File: src/rtl/analog_controls.sv
// Samples six ADC channels coherently every SAMPLE_DIV clocks, runs one shared IIR low-pass and deadzone classifier,
// and publishes all results together with a one-cycle upd strobe 13 cycles after the sample tick; there is no backpressure.
module analog_controls #(
  parameter int SAMPLE_DIV = 50000,
  parameter int SHIFT      = 3,
  parameter int CENTER     = 2048,
  parameter int DEADZONE   = 200
) (
  input  logic        clk,
  input  logic        reset_n,
  input  logic [11:0] a0,
  input  logic [11:0] a1,
  input  logic [11:0] a2,
  input  logic [11:0] a3,
  input  logic [11:0] a4,
  input  logic [11:0] a5,
  output logic [11:0] filt0,
  output logic [11:0] filt1,
  output logic [11:0] filt2,
  output logic [11:0] filt3,
  output logic [11:0] filt4,
  output logic [11:0] filt5,
  output logic [1:0]  dir0,
  output logic [1:0]  dir1,
  output logic [1:0]  dir2,
  output logic [1:0]  dir3,
  output logic [1:0]  dir4,
  output logic [1:0]  dir5,
  output logic        upd
);

  localparam int CW = (SAMPLE_DIV > 1) ? $clog2(SAMPLE_DIV) : 1;
  localparam int AW = 12 + SHIFT;
  localparam logic signed [13:0] HI = 14'(CENTER + DEADZONE);
  localparam logic signed [13:0] LO = 14'(CENTER - DEADZONE);

  typedef enum logic [1:0] {IDLE, FILT, CLASS, DONE} state_t;

  state_t          state, state_nxt;
  logic [CW-1:0]   cnt;
  logic            tick;
  logic [2:0]      k;
  logic [11:0]     a_in [6];
  logic [11:0]     snap [6];
  logic [AW-1:0]   acc [6];
  logic [5:0]      primed;
  logic [11:0]     stage_filt [6];
  logic [1:0]      stage_dir [6];
  logic [11:0]     stage_filt_nxt [6];
  logic [1:0]      stage_dir_nxt [6];
  logic [AW-1:0]   acc_cur, acc_upd;
  logic [11:0]     f_cur;
  logic signed [13:0] f_s;
  logic [1:0]      dir_cur;

  assign a_in[0] = a0;
  assign a_in[1] = a1;
  assign a_in[2] = a2;
  assign a_in[3] = a3;
  assign a_in[4] = a4;
  assign a_in[5] = a5;

  assign tick = (cnt == CW'(SAMPLE_DIV - 1));

  always_ff @(posedge clk or negedge reset_n) begin
    if (!reset_n) cnt <= '0;
    else if (tick) cnt <= '0;
    else cnt <= cnt + 1'b1;
  end

  always_ff @(posedge clk or negedge reset_n) begin
    if (!reset_n) state <= IDLE;
    else state <= state_nxt;
  end

  always_comb begin
    state_nxt = state;
    case (state)
      IDLE:  if (tick) state_nxt = FILT;
      FILT:  state_nxt = CLASS;
      CLASS: state_nxt = (k == 3'd5) ? DONE : FILT;
      DONE:  state_nxt = IDLE;
      default: state_nxt = IDLE;
    endcase
  end

  always_comb begin
    upd = (state == DONE);
  end

  // Sum is computed modulo 2^AW: the final value always fits, so transient wrap is harmless.
  always_comb begin
    acc_cur = acc[k];
    acc_upd = primed[k] ? (acc_cur + AW'(snap[k]) - (acc_cur >> SHIFT))
                        : (AW'(snap[k]) << SHIFT);
    f_cur   = 12'(acc_cur >> SHIFT);
    f_s     = $signed({2'b00, f_cur});
    dir_cur = 2'b00;
    if (f_s > HI) dir_cur = 2'b01;
    else if (f_s < LO) dir_cur = 2'b10;
    stage_filt_nxt    = stage_filt;
    stage_dir_nxt     = stage_dir;
    stage_filt_nxt[k] = f_cur;
    stage_dir_nxt[k]  = dir_cur;
  end

  always_ff @(posedge clk or negedge reset_n) begin
    if (!reset_n) begin
      k      <= '0;
      primed <= '0;
      for (int i = 0; i < 6; i++) begin
        snap[i]       <= '0;
        acc[i]        <= '0;
        stage_filt[i] <= '0;
        stage_dir[i]  <= '0;
      end
      filt0 <= '0; filt1 <= '0; filt2 <= '0; filt3 <= '0; filt4 <= '0; filt5 <= '0;
      dir0  <= '0; dir1  <= '0; dir2  <= '0; dir3  <= '0; dir4  <= '0; dir5  <= '0;
    end else begin
      case (state)
        IDLE: if (tick) begin
          for (int i = 0; i < 6; i++) snap[i] <= a_in[i];
          k <= '0;
        end
        FILT: begin
          acc[k]    <= acc_upd;
          primed[k] <= 1'b1;
        end
        CLASS: begin
          stage_filt <= stage_filt_nxt;
          stage_dir  <= stage_dir_nxt;
          if (k == 3'd5) begin
            // Channel 5 lands in the same edge, so publish from the next-stage view.
            filt0 <= stage_filt_nxt[0]; filt1 <= stage_filt_nxt[1]; filt2 <= stage_filt_nxt[2];
            filt3 <= stage_filt_nxt[3]; filt4 <= stage_filt_nxt[4]; filt5 <= stage_filt_nxt[5];
            dir0  <= stage_dir_nxt[0];  dir1  <= stage_dir_nxt[1];  dir2  <= stage_dir_nxt[2];
            dir3  <= stage_dir_nxt[3];  dir4  <= stage_dir_nxt[4];  dir5  <= stage_dir_nxt[5];
          end else begin
            k <= k + 3'd1;
          end
        end
        default: ;
      endcase
    end
  end

endmodule

File: config.mk
export PLATFORM = sky130hd
export DESIGN_NAME = analog_controls
export DESIGN_NICKNAME = d
export VERILOG_FILES = /design/src/rtl/analog_controls.sv
export SDC_FILE = /design/constraint.sdc
export NUM_CORES = 1
export LEC_CHECK = 0
export BUFFER_PORTS_ARGS = -buffer_cell sky130_fd_sc_hd__buf_2
export CAP_MARGIN = 10
export CORE_UTILIZATION = 28
export CTS_CLUSTER_SIZE = 16
export DETAILED_ROUTE_END_ITERATION = 12
export PLACE_DENSITY = 0.49
export RECOVER_POWER = 50
export SLEW_MARGIN = 10
export SYNTH_ARGS = -nofsm -noshare
export SYNTH_HDL_FRONTEND = slang
export SYNTH_SLANG_ARGS = --single-unit
File: constraint.sdc
create_clock -name clk -period 5.1 [get_ports clk]
set_input_delay 0.51 -clock clk [delete_from_list [all_inputs] [get_ports clk]]
set_output_delay 0.51 -clock clk [all_outputs]
set_load 0.01 [all_outputs]
Word-level counts from Yosys, hierarchy flattened. Index checks and enable logic that the tools add are counted.

$add $sub $neg: 4. Order comparisons: 6. Eq/ne operators: 7. Mux-type cells: 29. Bitwise gates (word level): 2. Reductions and logical operators: 7.

Operators by type and width (count): bitwise mux 90 bit (1); bitwise mux 72 bit (1); 2-to-1 mux 15 bit (4); binary-select mux 15 bit (select 3 bit) (1); demux 15 bit (select 3 bit) (1); binary-select mux 12 bit (select 3 bit) (1); demux 12 bit (select 3 bit) (1); 2-to-1 mux 12 bit (3); adder 16 x 1 -> 16 bit (second input constant) (1); == test 16 bit (second input constant) (1); 2-to-1 mux 16 bit (1); adder 15 x 12 -> 15 bit (1); subtractor 15 x 12 -> 15 bit (1); bitwise mux 12 bit (1); greater-than comparator 12 bit (second input constant) (1); less-than comparator 12 x 11 -> 1 bit (second input constant) (1); 2-to-1 mux 2 bit (5); one-hot mux 2 bit (4 select lines) (1); demux 2 bit (select 3 bit) (1); 2-to-1 mux 3 bit (2); bitwise OR 6 bit (1); one-hot mux 3 bit (2 select lines) (1); == test 2 bit (second input constant) (2); >= comparator 4 bit (second input constant) (1); 16 further kinds (20).

Register bits after elaboration: 357. Input port bits: 74. Output and inout bits: 85.

Logic depth before layout (Yosys ltp). Gate-level depths: netlist (run 1).

Word-level depth: 8. Depth in mapped cells: 19. Mapped depth without buffers: 15.

Worst setup path before layout (run 1). No wires, ideal clock.

Path kind: register to register. Start point: register k[1]. End point: register acc[72] in the netlist's numbering. Arrival: 4268 ps. Setup slack: 708 ps. Cell stages (with the launch flop): 17. Buffers on the path: 3. Cells stage by stage: dfrtp_1 buf_2 buf_2 buf_6 mux2_2 a22oi_1 nor2_1 a221oi_1 fa_1 inv_1 ha_1 a2111oi_0 a211oi_1 o31a_1 or3_1 a31o_2 mux2_2.

Longest elaborated chain between the ends: 8. Elaborated cells between the ends (all ways): 18.

Ends and longest elaborated chain: from (decl) (RTL line 42) `logic [2:0] k;`; from (signal assigned) (RTL line 139) `k <= k + 3'd1;`; NOT 3 -> 4 bit (implied by the code); binary-select mux 15 bit (select 3 bit) or binary-select mux 12 bit (select 3 bit) (tied branches) (RTL line 93, 94, 95); 2-to-1 mux 15 bit (implied by the code) or 2-to-1 mux 12 bit (tied branches) (2 in a row) (RTL line 93, 94, 95); adder 15 x 12 -> 15 bit (RTL line 94) `acc_upd = primed[k] ? (acc_cur + AW'(snap[k]) - (acc_cur >> SHIFT))`; subtractor 15 x 12 -> 15 bit (RTL line 94); 2-to-1 mux 15 bit (RTL line 94); bitwise mux 90 bit * (RTL line 126) `acc[k] <= acc_upd;`; to (signal, indexed assignment) (RTL line 126); to (decl) (RTL line 45) `logic [AW-1:0] acc [6];`.

Mark *: on every way between the ends. The rest lies on a longest branch, timed or not. The select of a mux whose other input is x is not followed. A chain may end at the register's enable or synchronous reset.

Final worst setup path (run 1).
Start point: register k[0]. End point: register acc[72] in the netlist's numbering.

Same word-level chain as after synthesis.

==> results.md, run 1 <==
- Max-slew headroom: -0.8217
- DR WL/cell: 19.06 microns
- Combinational power share: 0.015
- Clock Power Share: 0.516
- GR Util All Layers: 0.1598
- Violations in the final reports: max-capacitance violations, max-slew violations
- Global-route wire length before repair: 72.55 mm
- Final Util: 0.3409
- Core ar.: 0.05682 sq mm
- Initial antenna violation count: 1
- Clock slew at reported path FFs: 0.06 ns
- Switch share: 0.2120
- Top-area cell type share of the netlist area: 0.5515
- Post-route DRC: 0
- Post-detail-place hpwl: 33.92 mm
- Share of cells above drive strength 1: 0.2459
- Final setup violation count: 0
- Register bit count reported by yosys: 357
- Final ANT Viol Nets: 0
- Pin count of the biggest net entering global routing: 137
- Rows: 87
- Final hold slack: 0.1810 ns
- Routability cong.: 0.9160
- TNS Setup: 0 ns
- PD cells: 311.9 mW/mm^2
- Synth area leaders: dfrtp_1 (55%), mux2_2 (11%), nand2_1 (8.3%)
- Worst slew pin tran: 2.733 ns
- Total CTS buffers: 41
- Synthesis Warnings: 0
- Critical path class: flip-flop to flip-flop
- CP max-delay cell: a2111oi_0
- Die area: 0.05882 sq mm
- Final hold violations: 0
- Final Max Tran Viols: 362
- Synth area leader: dfrtp_1
- Nets@finish: 1804
- IO buf count: 158
- Worst setup SP type: flip-flop
- RSZ-0062 raised after global routing: no
- Post-CTS setup buffer count: 0
- Post-synth EDFFs: 0
- Arrival @ worst endpoint: 5.13 ns
- Worst Setup End Kind: flip-flop
- CTS H-tree depth: 2
- Mapped Cells: 1529
- Chip height: 242.5 microns
- Initial DRC count: 790
- Tmin final: 4.699 ns
- Psw: 0.001281 W
- Crit path largest cell delay: 0.55 ns
- Inserted Diodes: 0
- DRT Pass-1 Iters: 5
- Clock Skew: 0.02629 ns
- Worst skew pair latency: 0.57 ns
- Seq/Total Area, Yosys: 0.5515
- Syn avg cell area: 10.59 sq um
- Area growth from synthesis to layout: 19.58%
- Cell Area, Synth: 0.01620 sq mm
- Post-synth ARST share: 1.000
- Die W: 242.5 microns
- Leak: 9.390 nW
- Via density: 4.787
- Grt ovf: 0
- Worst path cell trace: clkinv_1, buf_4, a221oi_1, fa_1, inv_1, ha_1, a2111oi_0, a211oi_1, o31a_1, or3_1, a31o_2, mux2_2
- Part of the cycle the worst path needs: 0.9214
- CTS tree: built
- Top FF cell, synth: dfrtp_1
- Hold Crit Class: primary input to flip-flop
- Pwr Total: 0.006042 W
- Internal Power: 0.004761 W
- Post-route setup slack: 0.4011 ns
- Crit path required time: 5.54 ns
- Via count: 11890
- Fmax: 212.8 MHz
- Register area: 0.008935 sq mm
- Syn_nets: 1636
- CTS resizes: 0
- Clock sinks: 357
- Cell variety after synth: 78
- Multi-input logic area: 0.006764 sq mm
- Fill cell count: 5851
- Max-capacitance violation count: 3
- Clk root buf: clkbuf_16
- Max Buffers Root-to-Sink: 3
- Initial core utilization: 0.2851
- # hold bufs at CTS: 0
- Vias in the first global route: 11830
- Setup slack at placement: 0.4065 ns
- Status: complete, but fails checks
- Final wirelength: 47.36 mm
- Sequential share of power: 0.469
- CP max FO: 12
- Max VDD drop: 0.0002470 V
- IO Pins: 159
-- state kept, by name (all words and copies together) (netlist names), 3 cells and up --
name / count
primed: 6
acc: 90
snap: 72
cnt: 16
stage_filt: 72
filt1: 12
filt0: 12
filt3: 12
stage_dir: 12
filt5: 12
filt4: 12
filt2: 12
k: 3
-- kinds of logic after synthesis --
logic type | synth area share
and+or+nand+nor | 0.1451
DFF | 0.5515
AOI/OAI and AO/OA | 0.1078
muxes | 0.1228
buffers and inverters | 0.03259
adders and majority gates | 0.03105
xor gates and xnor gates | 0.009192
-- per-stage QoR --
stage | cell area [sq um] | instances
finish | 19370 | 2484
global placement | 18010 | 2410
global route | 19370 | 2484
CTS | 19450 | 2484
detailed placement | 18010 | 2410
floorplan | 16200 | 1529
-- worst max-delay path, delay by kind of cell, from the launching register on --
kind | cells | cell delay (ns)
flip-flops | 1 | 0.54
AO/OA/AOI/OAI | 5 | 1.91
adder cells (fa/ha/maj) | 2 | 0.79
multiplexers | 1 | 0.27
buffers and inverters | 3 | 0.76
AND/OR/NAND/NOR | 1 | 0.31
-- cells in the mapped netlist, drive strengths merged, types with 5 or more instances --
master	n
ha	21
clkbuf	52
o211ai	7
nor3	15
a22o	8
o21ai	110
xnor2	8
mux2	156
and3	5
nand2b	12
a21oi	43
nand3	18
dfrtp	357
buf	30
and2	6
a221oi	9
nor2	96
nor2b	5
or3	5
mux2i	21
xor2	9
nand2	358
fa	12
a22oi	28
inv	42
a31oi	25
-- routing by layer --
| metal | track usage | vias to the layer above | wire (microns) |
|---|---|---|---|
| met4 | 0.04654 | 0 | 1133 |
| met1 | 0.2234 | 5912 | 22140 |
| met3 | 0.02637 | 69 | 2117 |
| li1 | - | 5593 | - |
| met2 | 0.2528 | 316 | 21960 |
| met5 | 0 | - | 0 |
-- layout by cell type, fill, tap and decap left out, types with 17 or more instances in the layout --
cell type | synthesis | final
nor2_1 | 95 | 94
mux2i_1 | 21 | 21
a21oi_1 | 41 | 41
dfrtp_1 | 357 | 356
buf_4 | 9 | 46
mux2_2 | 156 | 156
buf_2 | 14 | 121
ha_1 | 21 | 21
o21ai_0 | 102 | 102
clkbuf_1 | 52 | 44
a31oi_1 | 25 | 25
nand3_1 | 18 | 17
inv_1 | 41 | 41
nand2_1 | 358 | 358
clkbuf_16 | 0 | 42
a22oi_1 | 28 | 28
-- cell type report --
class	count	area share
Sequential cell	357	0.4612
Multi-Input combinational cell	1047	0.3492
Clock inverter	15	0.01208
Timing Repair Buffer	207	0.05813
Inverter	43	0.008332
Tap cell	756	0.04883
Clock buffer	59	0.06220
-- power by group through the flow --
stage                     registers (W)     logic, W  clock network, W
final                           0.00283    0.0000884           0.00312
after global placement          0.00288    0.0000970                 0
after detailed placement        0.00288    0.0000970                 0
after global routing            0.00283     0.000103           0.00332
after floorplan                 0.00289  0.000000468                 0
after CTS                       0.00283    0.0000971           0.00323
-- worst paths after layout --
check                           depth (start not counted)   endpoint  slack (ns)     from
worst max-delay path                                   12    acc[72]        0.40     k[0]
worst min-delay path                                    2    snap[6]        0.18    a5[6]
worst max register to register                         12    acc[72]        0.40     k[0]
worst min register to register                          1     cnt[0]        0.46   cnt[0]
max in group asynchronous                               2  primed[4]        0.97  reset_n
min in group asynchronous                               1    snap[6]        0.77  reset_n
Note: power is estimated with default switching activity, not from simulation.
==> inputs of run 2 (changes only) <==
RECOVER_POWER = 100   (was 50)
==> results.md, run 2 (synthesis gave the netlist of run 1 again) <==
- CP max FO: 12
- Grt ovf: 0
- Routability cong.: 0.9160
- Share of cells above drive strength 1: 0.2060
- Arrival @ worst endpoint: 5.16 ns
- Nets@finish: 1804
- IO buf count: 158
- Hold Crit Class: primary input to flip-flop
- Internal Power: 0.004761 W
- Global-route wire length before repair: 72.55 mm
- Inserted Diodes: 0
- Clock Skew: 0.02599 ns
- Initial core utilization: 0.2851
- Critical path class: flip-flop to flip-flop
- Die W: 242.5 microns
- Max-capacitance violation count: 7
- CTS H-tree depth: 2
- Total CTS buffers: 41
- CTS resizes: 0
- DR WL/cell: 19.08 microns
- Worst slew pin tran: 2.735 ns
- Clock sinks: 357
- Pin count of the biggest net entering global routing: 137
- RSZ-0062 raised after global routing: no
- Clock slew at reported path FFs: 0.06 ns
- Max reg flops: 90
- Max VDD drop: 0.0002484 V
- Post-route DRC: 0
- Area growth from synthesis to layout: 18.49%
- Sequential share of power: 0.469
- Clock Power Share: 0.517
- Final wirelength: 47.39 mm
- Bufs and invs on worst path: 5
- Psw: 0.001283 W
- Status: complete, but fails checks
- GR Util All Layers: 0.1598
- DRT Pass-1 Iters: 5
- Via count: 11870
- Violations in the final reports: max-capacitance violations, max-slew violations
- Max-slew headroom: -0.8232
- Core ar.: 0.05682 sq mm
- CP max-delay cell: clkbuf_1
- Initial DRC count: 773
- Final Max Tran Viols: 552
- Final hold slack: 0.1824 ns
- Post-detail-place hpwl: 33.92 mm
- Via density: 4.778
- Part of the cycle the worst path needs: 0.9315
- Leak: 9.119 nW
- Worst setup SP type: flip-flop
- Crit path required time: 5.51 ns
- Fmax: 210.5 MHz
- Most frequent cells in the layout: nand2_1 (358), dfrtp_1 (356), mux2_2 (154)
- Worst skew pair latency: 0.57 ns
- Vias in the first global route: 11830
- Chip height: 242.5 microns
- Final setup violation count: 0
- Post-CTS setup buffer count: 0
- Die area: 0.05882 sq mm
- Switch share: 0.2123
- Final ANT Viol Nets: 0
- Crit path largest cell delay: 0.58 ns
- Clk root buf: clkbuf_16
- Top reg by flops: acc
- Worst Setup End Kind: flip-flop
- Largest delay share family, worst path: compound AO/OA/AOI/OAI gates
- Tmin final: 4.751 ns
- Rows: 87
- Final hold violations: 0
- TNS Setup: 0 ns
- Max Buffers Root-to-Sink: 3
- # hold bufs at CTS: 0
- Most common cell after layout, fill and taps aside: nand2_1
- IO Pins: 159
- PD cells: 314.8 mW/mm^2
- CTS tree: built
- Final Util: 0.3378
- Initial antenna violation count: 1
- Worst path cell trace: buf_4, nor3b_4, clkbuf_1, a211oi_1, buf_4, fa_1, inv_1, ha_1, a2111o_1, o211ai_1, o211ai_1, and2_0, a311oi_1, clkbuf_2, o21ai_1
- Largest regs: acc x90, snap x72, stage_filt x72
- Combinational power share: 0.015
run 2: through the flow:
stage	setup WS [ns]	total power [W]	instance area (sq um)	instances
global placement	0.4484	0.002981	18010	2410
CTS	0.3937	0.006155	19450	2484
global route	0.02297	0.006259	19190	2484
detailed placement	0.4065	0.002981	18010	2410
finish	0.3494	0.006043	19190	2484
floorplan	0.7076	0.002886	16200	1529
run 2: power by group through the flow:
stage                     clock network [W]    logic (W)  registers (W)
final                               0.00312    0.0000882        0.00283
after global routing                0.00332     0.000103        0.00283
after CTS                           0.00323    0.0000971        0.00283
after detailed placement                  0    0.0000970        0.00288
after global placement                    0    0.0000970        0.00288
after floorplan                           0  0.000000468        0.00289
run 2: path summary, 6_finish.rpt:
check                      cells past startpoint  slack, ns         to      startpoint
setup / recovery                              15       0.35    acc[58]            k[0]
hold / removal                                 2       0.18    snap[6]           a5[6]
setup reg to reg                              15       0.35    acc[58]            k[0]
hold reg to reg                                2       0.46  filt2[10]  stage_filt[46]
max in group asynchronous                      2       0.99    acc[46]         reset_n
min in group asynchronous                      1       0.78    snap[6]         reset_n
run 2: cell type report:
type / instances / area, sq um
sequential: 357 / 8935
clock inverter: 15 / 234.0
inverter: 43 / 161.4
multi-input combinational: 1047 / 6693
clock buffer: 59 / 1205
timing repair buffer: 207 / 1021
tap: 756 / 945.9
fill: 5903 / 37630
run 2: routing by layer:
layer / wire length (microns) / global-route usage
met5: 0 / 0
met4: 1054 / 0.04654
met2: 21960 / 0.2528
met1: 22010 / 0.2234
met3: 2358 / 0.02637
==> inputs of run 3 (changes only) <==
PLACE_DENSITY = unset   (was 0.49)
PLACE_DENSITY_LB_ADDON = 0.2   (was unset)
==> results.md, run 3 (synthesis gave the netlist of run 1 again) <==
- Status: complete, but fails checks
- IO buf count: 158
- CTS H-tree depth: 2
- CP max FO: 16
- Levels on crit path: 15
- Area growth from synthesis to layout: 17.87%
- Critical Path Most Common Cell: buf_4
- Most common cell after layout, fill and taps aside: nand2_1
- Bufs and invs on worst path: 5
- Number of placed cells counting well taps: 2415
- Nets@finish: 1810
- Fill cell count: 5962
- Worst slew pin tran: 2.488 ns
- IO Pins: 159
- Max-capacitance violation count: 8
- Share of cells above drive strength 1: 0.2058
- Top reg by flops: acc
- Clk root buf: clkbuf_16
- Arrival @ worst endpoint: 5.30 ns
- PD cells: 302.4 mW/mm^2
- Inserted Diodes: 0
- Post-CTS setup buffer count: 0
- Final ANT Viol Nets: 0
- Max-slew headroom: -0.6589
- Violations in the final reports: max-capacitance violations, max-slew violations
- Grt ovf: 0
- Chip height: 242.5 microns
- Worst path cell trace: buf_4, nor3b_4, clkbuf_1, a211oi_1, buf_4, fa_1, inv_1, ha_1, a2111o_1, o211ai_1, nand2b_1, a211o_1, a31oi_1, buf_4, o21ai_0
- Hold Crit Class: primary input to flip-flop
- Worst setup SP type: flip-flop
- Clock sinks: 357
- GR Util All Layers: 0.1661
- Largest regs: acc x90, snap x72, stage_filt x72
- Most frequent cells in the layout: nand2_1 (358), dfrtp_1 (356), mux2_2 (154)
- Part of the cycle the worst path needs: 0.9589
- Tmin final: 4.890 ns
- Fmax: 204.5 MHz
- Via density: 4.769
- Critical path startpoint: k[0]
- Initial DRC count: 829
- Critical path class: flip-flop to flip-flop
- Leak: 9.075 nW
- R2R depth: 15
- Routability cong.: 0.8672
- Crit path required time: 5.51 ns
- Post-DP Area: 0.01805 sq mm
- Max Buffers Root-to-Sink: 3
- R2R Path End: acc[69]
- TNS Setup: 0 ns
- DR WL/cell: 19.51 microns
- Post-route insts no fill: 2486
- DRT Pass-1 Iters: 5
- Die W: 242.5 microns
- Reg2Reg Setup Slack: 0.21 ns
- Core ar.: 0.05682 sq mm
- Pin count of the biggest net entering global routing: 99
- CP max-delay cell: dfrtp_2
- Vias in the first global route: 12300
- RSZ-0062 raised after global routing: no
- Max VDD drop: 0.0002057 V
- Max reg flops: 90
- Via count: 11860
- CTS tree: built
- Initial antenna violation count: 0
- Die area: 0.05882 sq mm
- Final instance area: 0.01909 sq mm
- Post-route DRC: 0
- Final Max Tran Viols: 518
- Post-detail-place hpwl: 35.19 mm
- Rows: 87
- Final hold violations: 0
- CP endpoint: acc[69]
- Total CTS buffers: 42
- Clock Skew: 0.02147 ns
- Clock slew at reported path FFs: 0.06 ns
- Crit path largest cell delay: 0.62 ns
- Final Util: 0.3360
- Worst skew pair latency: 0.57 ns
- Final setup violation count: 0
- Critical R2R Launch: k[0]
- Worst Setup End Kind: flip-flop
- Global-route wire length before repair: 75.48 mm
- Initial core utilization: 0.2851
- Largest delay share family, worst path: compound AO/OA/AOI/OAI gates
- Final wirelength: 48.51 mm
run 3: cell types whose count changed in the layout (fill, tap and decap cells not counted), sizes merged:
cell / change
buf: +4
bufinv: -5
clkbuf: +4
clkinv: -1
run 3: final cells by class:
class	count	area (sq um)	share of cell area
multi-input cells	1047	6715	0.3517
clock buffers	62	1217	0.06376
well taps	756	945.9	0.04954
inverters	43	161.4	0.008453
repair buffers	212	1052	0.05511
clock inverters	9	67.56	0.003538
flip-flops and latches	357	8935	0.4679
run 3: repair_timing:
action                                  4_1_cts  5_1_grt
resized for setup                             0        1
endpoints found under the setup margin        0        1
hold buffers                                  0        0
hold endpoints to repair                      0        0
run 3: through the flow:
stage / hold WS, ns / power [W] / worst slack (ns)
after floorplan: 0.2144 / 0.002886 / 0.7076
after global placement: 0.4456 / 0.002983 / 0.4002
after detailed placement: 0.4515 / 0.002983 / 0.3896
after CTS: 0.002309 / 0.005868 / 0.3741
after global routing: 0.1596 / 0.005984 / 0.008380
final: 0.1781 / 0.005775 / 0.2097
run 3: how the worst min path moves through the flow:
stage / start / to / cells past startpoint
6_report: a2[8] / snap[44] / 2
2_1_floorplan: reset_n / acc[0] / 0
5_1_grt: a4[8] / snap[20] / 2
3_3_place_gp: primed[3] / primed[3] / 1
4_1_cts: reset_n / snap[44] / 1
3_5_place_dp: primed[3] / primed[3] / 1
run 3: report_power, final:
part           leakage [nW]  total [W]  switching (W)  internal [W]
clock                 0.636    0.00285        0.00120       0.00165
sequential             4.97    0.00283              0       0.00283
combinational          3.46  0.0000893      0.0000685     0.0000207
run 3: routing by layer:
| layer | share of wire | vias to the layer above | GRT usage | wire length (microns) |
|---|---|---|---|---|
| met3 | 0.042 | 76 | 0.02426 | 2055 |
| met4 | 0.029 | 0 | 0.05640 | 1416 |
| li1 | - | 5610 | - | - |
| met1 | 0.47 | 5879 | 0.2332 | 22880 |
| met2 | 0.46 | 290 | 0.2607 | 22160 |
| met5 | 0 | - | 0 | 0 |
